**src/rtl/ttt_game_ctrl_if.sv**
```systemverilog
// ttt_game_ctrl_if
// Bundles the keypad-side strobes and the display-side status of the
// tic-tac-toe game sequencer.
//   start, key_valid, key_code : keypad/control side -> sequencer
//   board, turn_o, result, state,
//   move_accept, move_reject, timeout : sequencer -> display side
// Modport "slave" is the sequencer's view; "master" is the surrounding system.
interface ttt_game_ctrl_if;
    logic        start;
    logic        key_valid;
    logic [3:0]  key_code;
    logic [17:0] board;
    logic        turn_o;
    logic [1:0]  result;
    logic [1:0]  state;
    logic        move_accept;
    logic        move_reject;
    logic        timeout;

    modport master (
        output start, key_valid, key_code,
        input  board, turn_o, result, state, move_accept, move_reject, timeout
    );

    modport slave (
        input  start, key_valid, key_code,
        output board, turn_o, result, state, move_accept, move_reject, timeout
    );
endinterface

```
**src/rtl/ttt_game_ctrl.sv**
```systemverilog
// ttt_game_ctrl
// Tic-tac-toe game sequencer. Owns the board, validates one-cycle key
// strobes, alternates turns, detects win/draw one cycle after each accepted
// move, and optionally forfeits a turn after TURN_TIMEOUT idle cycles.
// Ports:
//   clk  : system clock
//   rst  : asynchronous active-high reset, returns every output to 0
//   bus  : ttt_game_ctrl_if.slave (start/key in; board/turn/result/state
//          and accept/reject/timeout pulses out, all registered)
// Parameter:
//   TURN_TIMEOUT : cycles allowed per turn, 0 disables (max 2^24-1)
module ttt_game_ctrl #(
    parameter int unsigned TURN_TIMEOUT = 32'd0
) (
    input  logic            clk,
    input  logic            rst,
    ttt_game_ctrl_if.slave  bus
);

    typedef enum logic [1:0] {
        ST_IDLE  = 2'b00,
        ST_PLAY  = 2'b01,
        ST_CHECK = 2'b10,
        ST_DONE  = 2'b11
    } state_t;

    localparam logic        TO_EN_C   = (TURN_TIMEOUT != 32'd0);
    localparam logic [23:0] TO_LAST_C = TO_EN_C ? 24'(TURN_TIMEOUT - 32'd1) : 24'd0;

    state_t      state_r;
    logic [17:0] board_r;
    logic        turn_r;
    logic [1:0]  result_r;
    logic        accept_r;
    logic        reject_r;
    logic        timeout_r;
    logic [23:0] tmr_r;

    logic [1:0]  mark_s;
    logic [1:0]  cell_sel_s;
    logic        key_hit_s;
    logic        key_ok_s;
    logic [17:0] board_wr_s;
    logic        expire_s;
    logic        win_s;
    logic        full_s;

    // Cell k (1..9) lives in bits [19-2k:18-2k], so cell 1 is the MSB pair.
    function automatic logic [1:0] cell_at(input logic [17:0] b, input int k);
        cell_at = b[(9 - k) * 2 +: 2];
    endfunction

    // True when mark m owns any of the eight lines.
    function automatic logic has_line(input logic [17:0] b, input logic [1:0] m);
        logic [8:0] own;
        for (int k = 1; k <= 9; k++) begin
            own[k - 1] = (cell_at(b, k) == m);
        end
        has_line = (own[0] & own[1] & own[2]) | (own[3] & own[4] & own[5]) |
                   (own[6] & own[7] & own[8]) | (own[0] & own[3] & own[6]) |
                   (own[1] & own[4] & own[7]) | (own[2] & own[5] & own[8]) |
                   (own[0] & own[4] & own[8]) | (own[2] & own[4] & own[6]);
    endfunction

    // True when no cell is empty.
    function automatic logic is_full(input logic [17:0] b);
        logic full;
        full = 1'b1;
        for (int k = 1; k <= 9; k++) begin
            full = full & (cell_at(b, k) != 2'b00);
        end
        is_full = full;
    endfunction

    // Key decode, candidate board write and line/full evaluation.
    always_comb begin
        logic hit_k;
        mark_s     = turn_r ? 2'b10 : 2'b01;
        cell_sel_s = 2'b00;
        key_hit_s  = 1'b0;
        board_wr_s = board_r;
        for (int k = 1; k <= 9; k++) begin
            hit_k      = (bus.key_code == 4'(k));
            key_hit_s  = key_hit_s | hit_k;
            cell_sel_s = hit_k ? cell_at(board_r, k) : cell_sel_s;
            board_wr_s[(9 - k) * 2 +: 2] = hit_k ? mark_s : board_r[(9 - k) * 2 +: 2];
        end
        key_ok_s = bus.key_valid & key_hit_s & (cell_sel_s == 2'b00);
        expire_s = TO_EN_C & (tmr_r == TO_LAST_C);
        // In CHECK the turn has not toggled yet, so mark_s is the mover.
        win_s    = has_line(board_r, mark_s);
        full_s   = is_full(board_r);
    end

    // Game FSM with all outputs registered.
    always_ff @(posedge clk or posedge rst) begin
        if (rst) begin
            state_r   <= ST_IDLE;
            board_r   <= 18'd0;
            turn_r    <= 1'b0;
            result_r  <= 2'b00;
            accept_r  <= 1'b0;
            reject_r  <= 1'b0;
            timeout_r <= 1'b0;
            tmr_r     <= 24'd0;
        end else begin
            accept_r  <= 1'b0;
            reject_r  <= 1'b0;
            timeout_r <= 1'b0;
            case (state_r)
                ST_IDLE, ST_DONE: begin
                    if (bus.start) begin
                        board_r  <= 18'd0;
                        result_r <= 2'b00;
                        turn_r   <= 1'b0;
                        tmr_r    <= 24'd0;
                        state_r  <= ST_PLAY;
                    end else begin
                        state_r  <= state_r;
                    end
                end
                ST_PLAY: begin
                    if (key_ok_s) begin
                        // An accepted key beats a same-cycle expiry.
                        board_r  <= board_wr_s;
                        accept_r <= 1'b1;
                        state_r  <= ST_CHECK;
                    end else begin
                        reject_r <= bus.key_valid;
                        if (expire_s) begin
                            timeout_r <= 1'b1;
                            turn_r    <= ~turn_r;
                            tmr_r     <= 24'd0;
                        end else begin
                            tmr_r     <= TO_EN_C ? (tmr_r + 24'd1) : 24'd0;
                        end
                    end
                end
                ST_CHECK: begin
                    if (win_s) begin
                        result_r <= mark_s;
                        state_r  <= ST_DONE;
                    end else if (full_s) begin
                        result_r <= 2'b11;
                        state_r  <= ST_DONE;
                    end else begin
                        turn_r   <= ~turn_r;
                        tmr_r    <= 24'd0;
                        state_r  <= ST_PLAY;
                    end
                end
                default: begin
                    state_r <= ST_IDLE;
                end
            endcase
        end
    end

    assign bus.board       = board_r;
    assign bus.turn_o      = turn_r;
    assign bus.result      = result_r;
    assign bus.state       = state_r;
    assign bus.move_accept = accept_r;
    assign bus.move_reject = reject_r;
    assign bus.timeout     = timeout_r;

endmodule

```
**src/flat_wrapper.sv**
```systemverilog
// flat-port wrapper written by rule: the top's interface ports become plain ports
module ttt_game_ctrl_flat 
#(
    parameter int unsigned TURN_TIMEOUT = 32'd0
)
  (clk, rst, bus_start, bus_key_valid, bus_key_code, bus_board, bus_turn_o, bus_result, bus_state, bus_move_accept, bus_move_reject, bus_timeout);
  ttt_game_ctrl_if bus_i ();
  input  logic clk;
  input  logic rst;
  input wire logic [$bits(bus_i.start)-1:0] bus_start;
  input wire logic [$bits(bus_i.key_valid)-1:0] bus_key_valid;
  input wire logic [$bits(bus_i.key_code)-1:0] bus_key_code;
  output wire logic [$bits(bus_i.board)-1:0] bus_board;
  output wire logic [$bits(bus_i.turn_o)-1:0] bus_turn_o;
  output wire logic [$bits(bus_i.result)-1:0] bus_result;
  output wire logic [$bits(bus_i.state)-1:0] bus_state;
  output wire logic [$bits(bus_i.move_accept)-1:0] bus_move_accept;
  output wire logic [$bits(bus_i.move_reject)-1:0] bus_move_reject;
  output wire logic [$bits(bus_i.timeout)-1:0] bus_timeout;
  assign bus_i.start = bus_start;
  assign bus_i.key_valid = bus_key_valid;
  assign bus_i.key_code = bus_key_code;
  assign bus_board = bus_i.board;
  assign bus_turn_o = bus_i.turn_o;
  assign bus_result = bus_i.result;
  assign bus_state = bus_i.state;
  assign bus_move_accept = bus_i.move_accept;
  assign bus_move_reject = bus_i.move_reject;
  assign bus_timeout = bus_i.timeout;
  ttt_game_ctrl #(.TURN_TIMEOUT(TURN_TIMEOUT)) u_core (.clk(clk), .rst(rst), .bus(bus_i));
endmodule
```
**config.mk**
```make
export PLATFORM = sky130hd
export DESIGN_NAME = ttt_game_ctrl_flat
export DESIGN_NICKNAME = d
export VERILOG_FILES = /design/src/rtl/ttt_game_ctrl_if.sv /design/src/rtl/ttt_game_ctrl.sv /design/src/flat_wrapper.sv
export SDC_FILE = /design/constraint.sdc
export NUM_CORES = 1
export LEC_CHECK = 0
export CAP_MARGIN = 20
export CORE_AREA = 2 2 79 51
export CTS_CLUSTER_SIZE = 10
export DETAILED_ROUTE_END_ITERATION = 12
export DIE_AREA = 0 0 81 53
export GPL_TIMING_DRIVEN = 0
export PLACE_DENSITY = 0.77
export SLEW_MARGIN = 20
export SYNTH_ARGS = -nofsm -noshare
export SYNTH_HDL_FRONTEND = slang
export SYNTH_SLANG_ARGS = --single-unit
```
**constraint.sdc**
```tcl
create_clock -name clk -period 3 [get_ports clk]
set_input_delay 0.75 -clock clk [delete_from_list [all_inputs] [get_ports clk]]
set_output_delay 0.75 -clock clk [all_outputs]
set_load 0.05 [all_outputs]
```
==> results of run 1 <==
==> final timing paths <==
kind / from / endpoint / slack [ns] / cells past startpoint
min: u_core.bus.result[0] / u_core.bus.result[0] / 0.55 / 2
min in group asynchronous: rst / u_core.bus.board[5] / 0.85 / 2
min reg2reg: u_core.bus.result[0] / u_core.bus.result[0] / 0.55 / 2
max: bus_key_code[2] / u_core.bus.board[2] / 0.26 / 8
max reg2reg: u_core.bus.state[0] / u_core.bus.board[2] / 0.63 / 8
max in group asynchronous: rst / u_core.bus.board[10] / 1.74 / 2
==> sequential cells by signal, summed over array words and instances, names as in the netlist <==
signal	cells
u_core.bus.move_accept	1
u_core.bus.state	2
u_core.bus.turn_o	1
u_core.bus.board	18
u_core.bus.move_reject	1
u_core.bus.result	2
==> layer usage <==
metal / track usage, % / up-vias / part of all wire (%)
met3: 5.46 / 4 / 8.8
li1: - / 818 / -
met5: 0 / - / 0
met1: 38.6 / 793 / 50
met4: 3.67 / 0 / 0.44
met2: 33.7 / 73 / 40
==> worst register-to-register path, stage by stage, from the launching register on <==
cell	delay, ns
dfrtp_1	0.43
inv_1	0.06
ha_1	0.37
nor2b_1	0.23
nor2_1	0.36
a211oi_2	0.07
buf_4	0.19
a211oi_1	0.38
o22ai_2	0.14
==> area by class of cell <==
type / instances / area (um^2)
Tap cell: 47 / 58.8
Multi-Input combinational cell: 149 / 963
Clock buffer: 3 / 41.3
Timing Repair Buffer: 31 / 310
Buffer: 13 / 85.1
Sequential cell: 25 / 626
Fill cell: 332 / 1400
Clock inverter: 1 / 5.00
Inverter: 12 / 45.0
==> placed cells by master (no fill, tap or decap), types with 3 or more instances in the layout <==
cell type         n
a21oi_1           5
ha_1              3
o21ai_2           8
o21ai_1           8
nor2_1           11
nor3b_1           4
nand3b_1          4
clkbuf_8          3
dfrtp_1          25
nor2b_1           7
or4_1             3
nor3_1            6
clkdlybuf4s50_1  31
a31oi_1           4
buf_6             3
nand2_1           8
o21ai_0          21
inv_1            11
nand2b_1          8
o22ai_1          14
buf_2             5
==> power groups by stage <==
stage               sequential [mW]  combinational, mW  clock [mW]
detailed placement            0.459              0.924           0
global route                  0.462               1.02       0.226
CTS                           0.452              0.928       0.212
global placement              0.458              0.917           0
floorplan                     0.620              0.479           0
finish                        0.453              0.939       0.208
==> cells by family after synthesis <==
logic type	count (synthesis)	synth area share (%)
AND/OR/NAND/NOR	67	23.4
adder cells (fa/ha/maj)	3	2.18
AO/OA/AOI/OAI	77	29.7
multiplexers	1	0.582
buffers and inverters	25	7.57
other	1	0.218
flip-flops	25	36.4
==> flow_metrics.py, run 1 <==
metrics = {
    "yosys": {
        "ys.flop_type": "dfrtp_1",
        "synth_edf_count": 0,
        "synth_seq_cells": 25,
        "syn_nets": 210,
        "ys_types": 48,
        "yosysMostFrequentCell": "dfrtp_1",
        "ys_seq_area_share_pct": 36.4,
        "async_flop_share_pct": 100,
        "synth_area_leaders": "dfrtp_1 36%, o21ai_0 6.1%, o22ai_1 5.1%",
        "yosys_warnings": 0,
        "synth_area_um2": 1720,
        "synth_top_cells_by_count": "25 x dfrtp_1, 21 x o21ai_0, 14 x o22ai_1",
        "synth_top_area_share_pct": 36.4,
        "avgSynthCellArea_um2": 8.64,
        "synth_top_area_cell": "dfrtp_1",
        "syn_inst": 199,
    },
    "power": {
        "p_leak_nw": 0.800,
        "pwr-share-clk_pct": 13.0,
        "net-switching-power_mw": 0.815,
        "p_int_mw": 0.785,
        "switching_share_pct": 50.9,
        "p_per_area_nw_per_um2": 749,
        "finalPower_mw": 1.60,
        "sequentialPowerShare_pct": 28.3,
        "vdd_drop_max_mv": 0.444,
        "pwr-share-comb_pct": 58.7,
    },
    "worst_setup_path": {
        "end_kind": "register",
        "slowest_delay_ns": 0.58,
        "path_max_fanout": 10,
        "cp_cell_sequence": "clkdlybuf4s50_1 > nor2b_1 > clkbuf_1 > a32oi_2 > a211oi_2 > buf_4 > a211oi_1 > o22ai_2",
        "crit_family": "buffers and inverters",
        "path_class": "in2reg",
        "slowest_stage": "clkdlybuf4s50_1",
        "arrival_ns": 2.89,
        "worst-path-buf-inv": 3,
        "crit_path_start_kind": "input port",
        "crit_required_ns": 3.15,
    },
    "timing": {
        "worst_slack_ns": 0.256,
        "skew_ns": 0.00613,
        "clock.fmax_mhz": 364,
        "hold_ws_ns": 0.555,
        "worstMarginPinSlew_ns": 0.869,
        "finalMaxSlewViolations": 0,
        "setup_viol": 0,
        "hold_viol": 0,
        "min_period_ns": 2.74,
        "post-route-period-util_pct": 91.5,
        "max_slew_margin_pct": 41.7,
        "fin_tns_setup_ns": 0,
        "rsz0062_at_grt": "no",
    },
    "grt": {
        "grt_pass1_vias": 1470,
        "grt_max_degree": 26,
        "antenna_found_initial": 0,
        "track_usage_pct": 24.4,
        "grt_pass1_wl_um": 7730,
        "grt_overflow": 0,
    },
    "placement": {
        "dp_hpwl_um": 3570,
        "dp_cells": 277,
        "io_buffers": 31,
        "place_ws_ns": 0.0290,
        "place_congestion": 0.892,
        "placed_cell_area_um2": 2090,
    },
    "clock_tree": {
        "cts_buffers": 3,
        "clk_latency_ns": 0.28,
        "clock_sinks": 25,
        "cts.repair.resized": 0,
        "cts_hold_buffers": 0,
        "path_clk_slew_ns": 0.09,
        "clock_path_buffers": 2,
        "post_cts_buffers": 0,
        "cts_root_buffer": "clkbuf_8",
        "cts_tree": "yes",
        "ctsHtreeMaxLevel": 1,
    },
    "final_layout": {
        "nets": 246,
        "area_delta_synth_final_pct": 24.2,
        "drive_above_1_share_pct": 12.8,
        "antenna_cells": 0,
        "final_cell_count_no_fill": 281,
        "finalInstanceArea_um2": 2130,
        "final_core_util_pct": 60.5,
    },
    "die": {
        "die_h_um": 53,
        "die_x_um": 81,
        "pin_count": 34,
        "rows": 17,
        "core_area_um2": 3530,
        "dieArea_um2": 4290,
        "start_util_pct": 48.7,
    },
    "detailed_routing": {
        "ant_nets": 0,
        "vias": 1688,
        "post_drt_wl_per_cell_um": 17.0,
        "wl_um": 4770,
        "first_iter_violations": 187,
        "drc": 0,
        "via_per_inst": 6.01,
        "drt_pass1_iterations": 5,
    },
    "min_path": {
        "hold_class": "reg2reg",
    },
    "flow_run": {
        "cap_violations": 0,
    },
    "status": {
        "outcome": "complete, no violations",
    },
}
Note: power is estimated with default switching activity, not from simulation.
==> inputs of run 2 (changes only) <==
CORE_AREA = 2 2 76 49   (was 2 2 79 51)
DIE_AREA = 0 0 78 51   (was 0 0 81 53)
PLACE_DENSITY = 0.82   (was 0.77)
==> run 2 against run 1 <==
Sequential share of layout area unchanged. Routed wire length is 2.0% lower. Via count increased by 3.7%. Die area is 7.3% lower. Register-to-register slack gained 0.06 ns. Final area did not move. Utilization grew 2.3 points. Flip-flop and latch count unchanged. Total power grew 0.39%. Global-route usage shrank 0.22 points.
==> flow_metrics.py, run 2 (synthesis results as in run 1) <==
metrics = {
    "status": {
        "outcome": "complete, no violations",
    },
    "detailed_routing": {
        "via_per_inst": 6.23,
        "wl_um": 4680,
        "first_iter_violations": 197,
        "post_drt_wl_per_cell_um": 16.7,
        "ant_nets": 0,
        "drc": 0,
        "drt_pass1_iterations": 6,
        "vias": 1750,
    },
    "final_layout": {
        "final_cell_mix": "31 x clkdlybuf4s50_1, 25 x dfrtp_1, 21 x o21ai_0",
        "nets": 246,
        "antenna_cells": 0,
        "largest_reg_flops": 18,
        "drive_above_1_share_pct": 12.8,
        "final_common_cell": "clkdlybuf4s50_1",
        "final_core_util_pct": 62.7,
        "area_delta_synth_final_pct": 24.2,
    },
    "grt": {
        "antenna_found_initial": 0,
        "track_usage_pct": 24.2,
        "grt_pass1_wl_um": 7390,
        "grt_pass1_vias": 1457,
        "grt_max_degree": 26,
        "grt_overflow": 0,
    },
    "worst_setup_path": {
        "arrival_ns": 2.91,
        "path_max_fanout": 10,
        "end_kind": "register",
        "crit_required_ns": 3.20,
        "crit_path_start_kind": "input port",
        "path_class": "in2reg",
    },
    "placement": {
        "io_buffers": 31,
        "dp_hpwl_um": 3440,
        "place_congestion": 0.917,
    },
    "timing": {
        "hold_viol": 0,
        "rsz0062_at_grt": "no",
        "hold_ws_ns": 0.563,
        "max_slew_margin_pct": 41.6,
        "setup_viol": 0,
        "post-route-period-util_pct": 90.3,
        "worstMarginPinSlew_ns": 0.871,
        "finalMaxSlewViolations": 0,
        "clock.fmax_mhz": 369,
        "skew_ns": 0.00286,
        "min_period_ns": 2.71,
        "fin_tns_setup_ns": 0,
    },
    "clock_tree": {
        "clk_latency_ns": 0.27,
        "cts_hold_buffers": 0,
        "cts_buffers": 3,
        "clock_sinks": 25,
        "clock_path_buffers": 2,
        "cts.repair.resized": 0,
        "path_clk_slew_ns": 0.09,
        "cts_root_buffer": "clkbuf_8",
        "cts_tree": "yes",
        "ctsHtreeMaxLevel": 1,
        "post_cts_buffers": 0,
    },
    "power": {
        "finalPower_mw": 1.61,
        "vdd_drop_max_mv": 0.461,
        "p_per_area_nw_per_um2": 752,
        "p_leak_nw": 0.800,
    },
    "min_path": {
        "hold_class": "reg2reg",
    },
    "die": {
        "pin_count": 34,
        "die_h_um": 51,
        "core_area_um2": 3400,
        "start_util_pct": 50.5,
        "die_x_um": 78,
        "rows": 17,
        "dieArea_um2": 3980,
    },
    "flow_run": {
        "cap_violations": 0,
    },
}
-- run 2: final timing paths --
path,startpoint,to,slack [ns],cells after the start
hold / removal,u_core.bus.result[0],u_core.bus.result[0],0.56,2
min in group asynchronous,rst,u_core.bus.board[16],0.85,2
setup / recovery,bus_key_code[1],u_core.bus.board[12],0.29,9
setup reg to reg,u_core.bus.state[0],u_core.bus.board[2],0.69,8
hold reg to reg,u_core.bus.result[0],u_core.bus.result[0],0.56,2
max in group asynchronous,rst,u_core.bus.board[11],1.74,2
-- run 2: layer usage --
metal	global-route usage [%]	part of all wire, %
met3	4.77	11
met1	38.3	47
met5	0	0
met2	34.2	41
met4	4.09	0.75
-- run 2: power breakdown --
part | switching, mW | internal, mW
Clock | 0.115 | 0.0932
Combinational | 0.641 | 0.303
Sequential | 0.0658 | 0.387
-- run 2: cell type report --
| class | instances | area [um^2] |
|---|---|---|
| plain buffers | 13 | 85.1 |
| clock buffers | 3 | 41.3 |
| clock inverters | 1 | 5.00 |
| fillers | 309 | 1270 |
| inverters | 12 | 45.0 |
| multi-input cells | 149 | 963 |
| flip-flops and latches | 25 | 626 |
| well taps | 47 | 58.8 |
| repair buffers | 31 | 310 |
-- run 2: through the flow --
step | cells | instance area (um^2) | worst slack, ns
floorplan | 199 | 1720 | 0.693
global placement | 277 | 2090 | 0.0496
detailed placement | 277 | 2090 | 0.0154
CTS | 281 | 2130 | 0.319
global route | 281 | 2130 | 0.148
finish | 281 | 2130 | 0.290
-- run 2: worst max-delay path, stage by stage --
cell	delay, ns
clkdlybuf4s50_1	0.49
buf_2	0.22
nor3b_1	0.20
o21ai_0	0.15
a21oi_1	0.24
nand2_2	0.10
or4_1	0.43
buf_6	0.17
o21ai_1	0.14
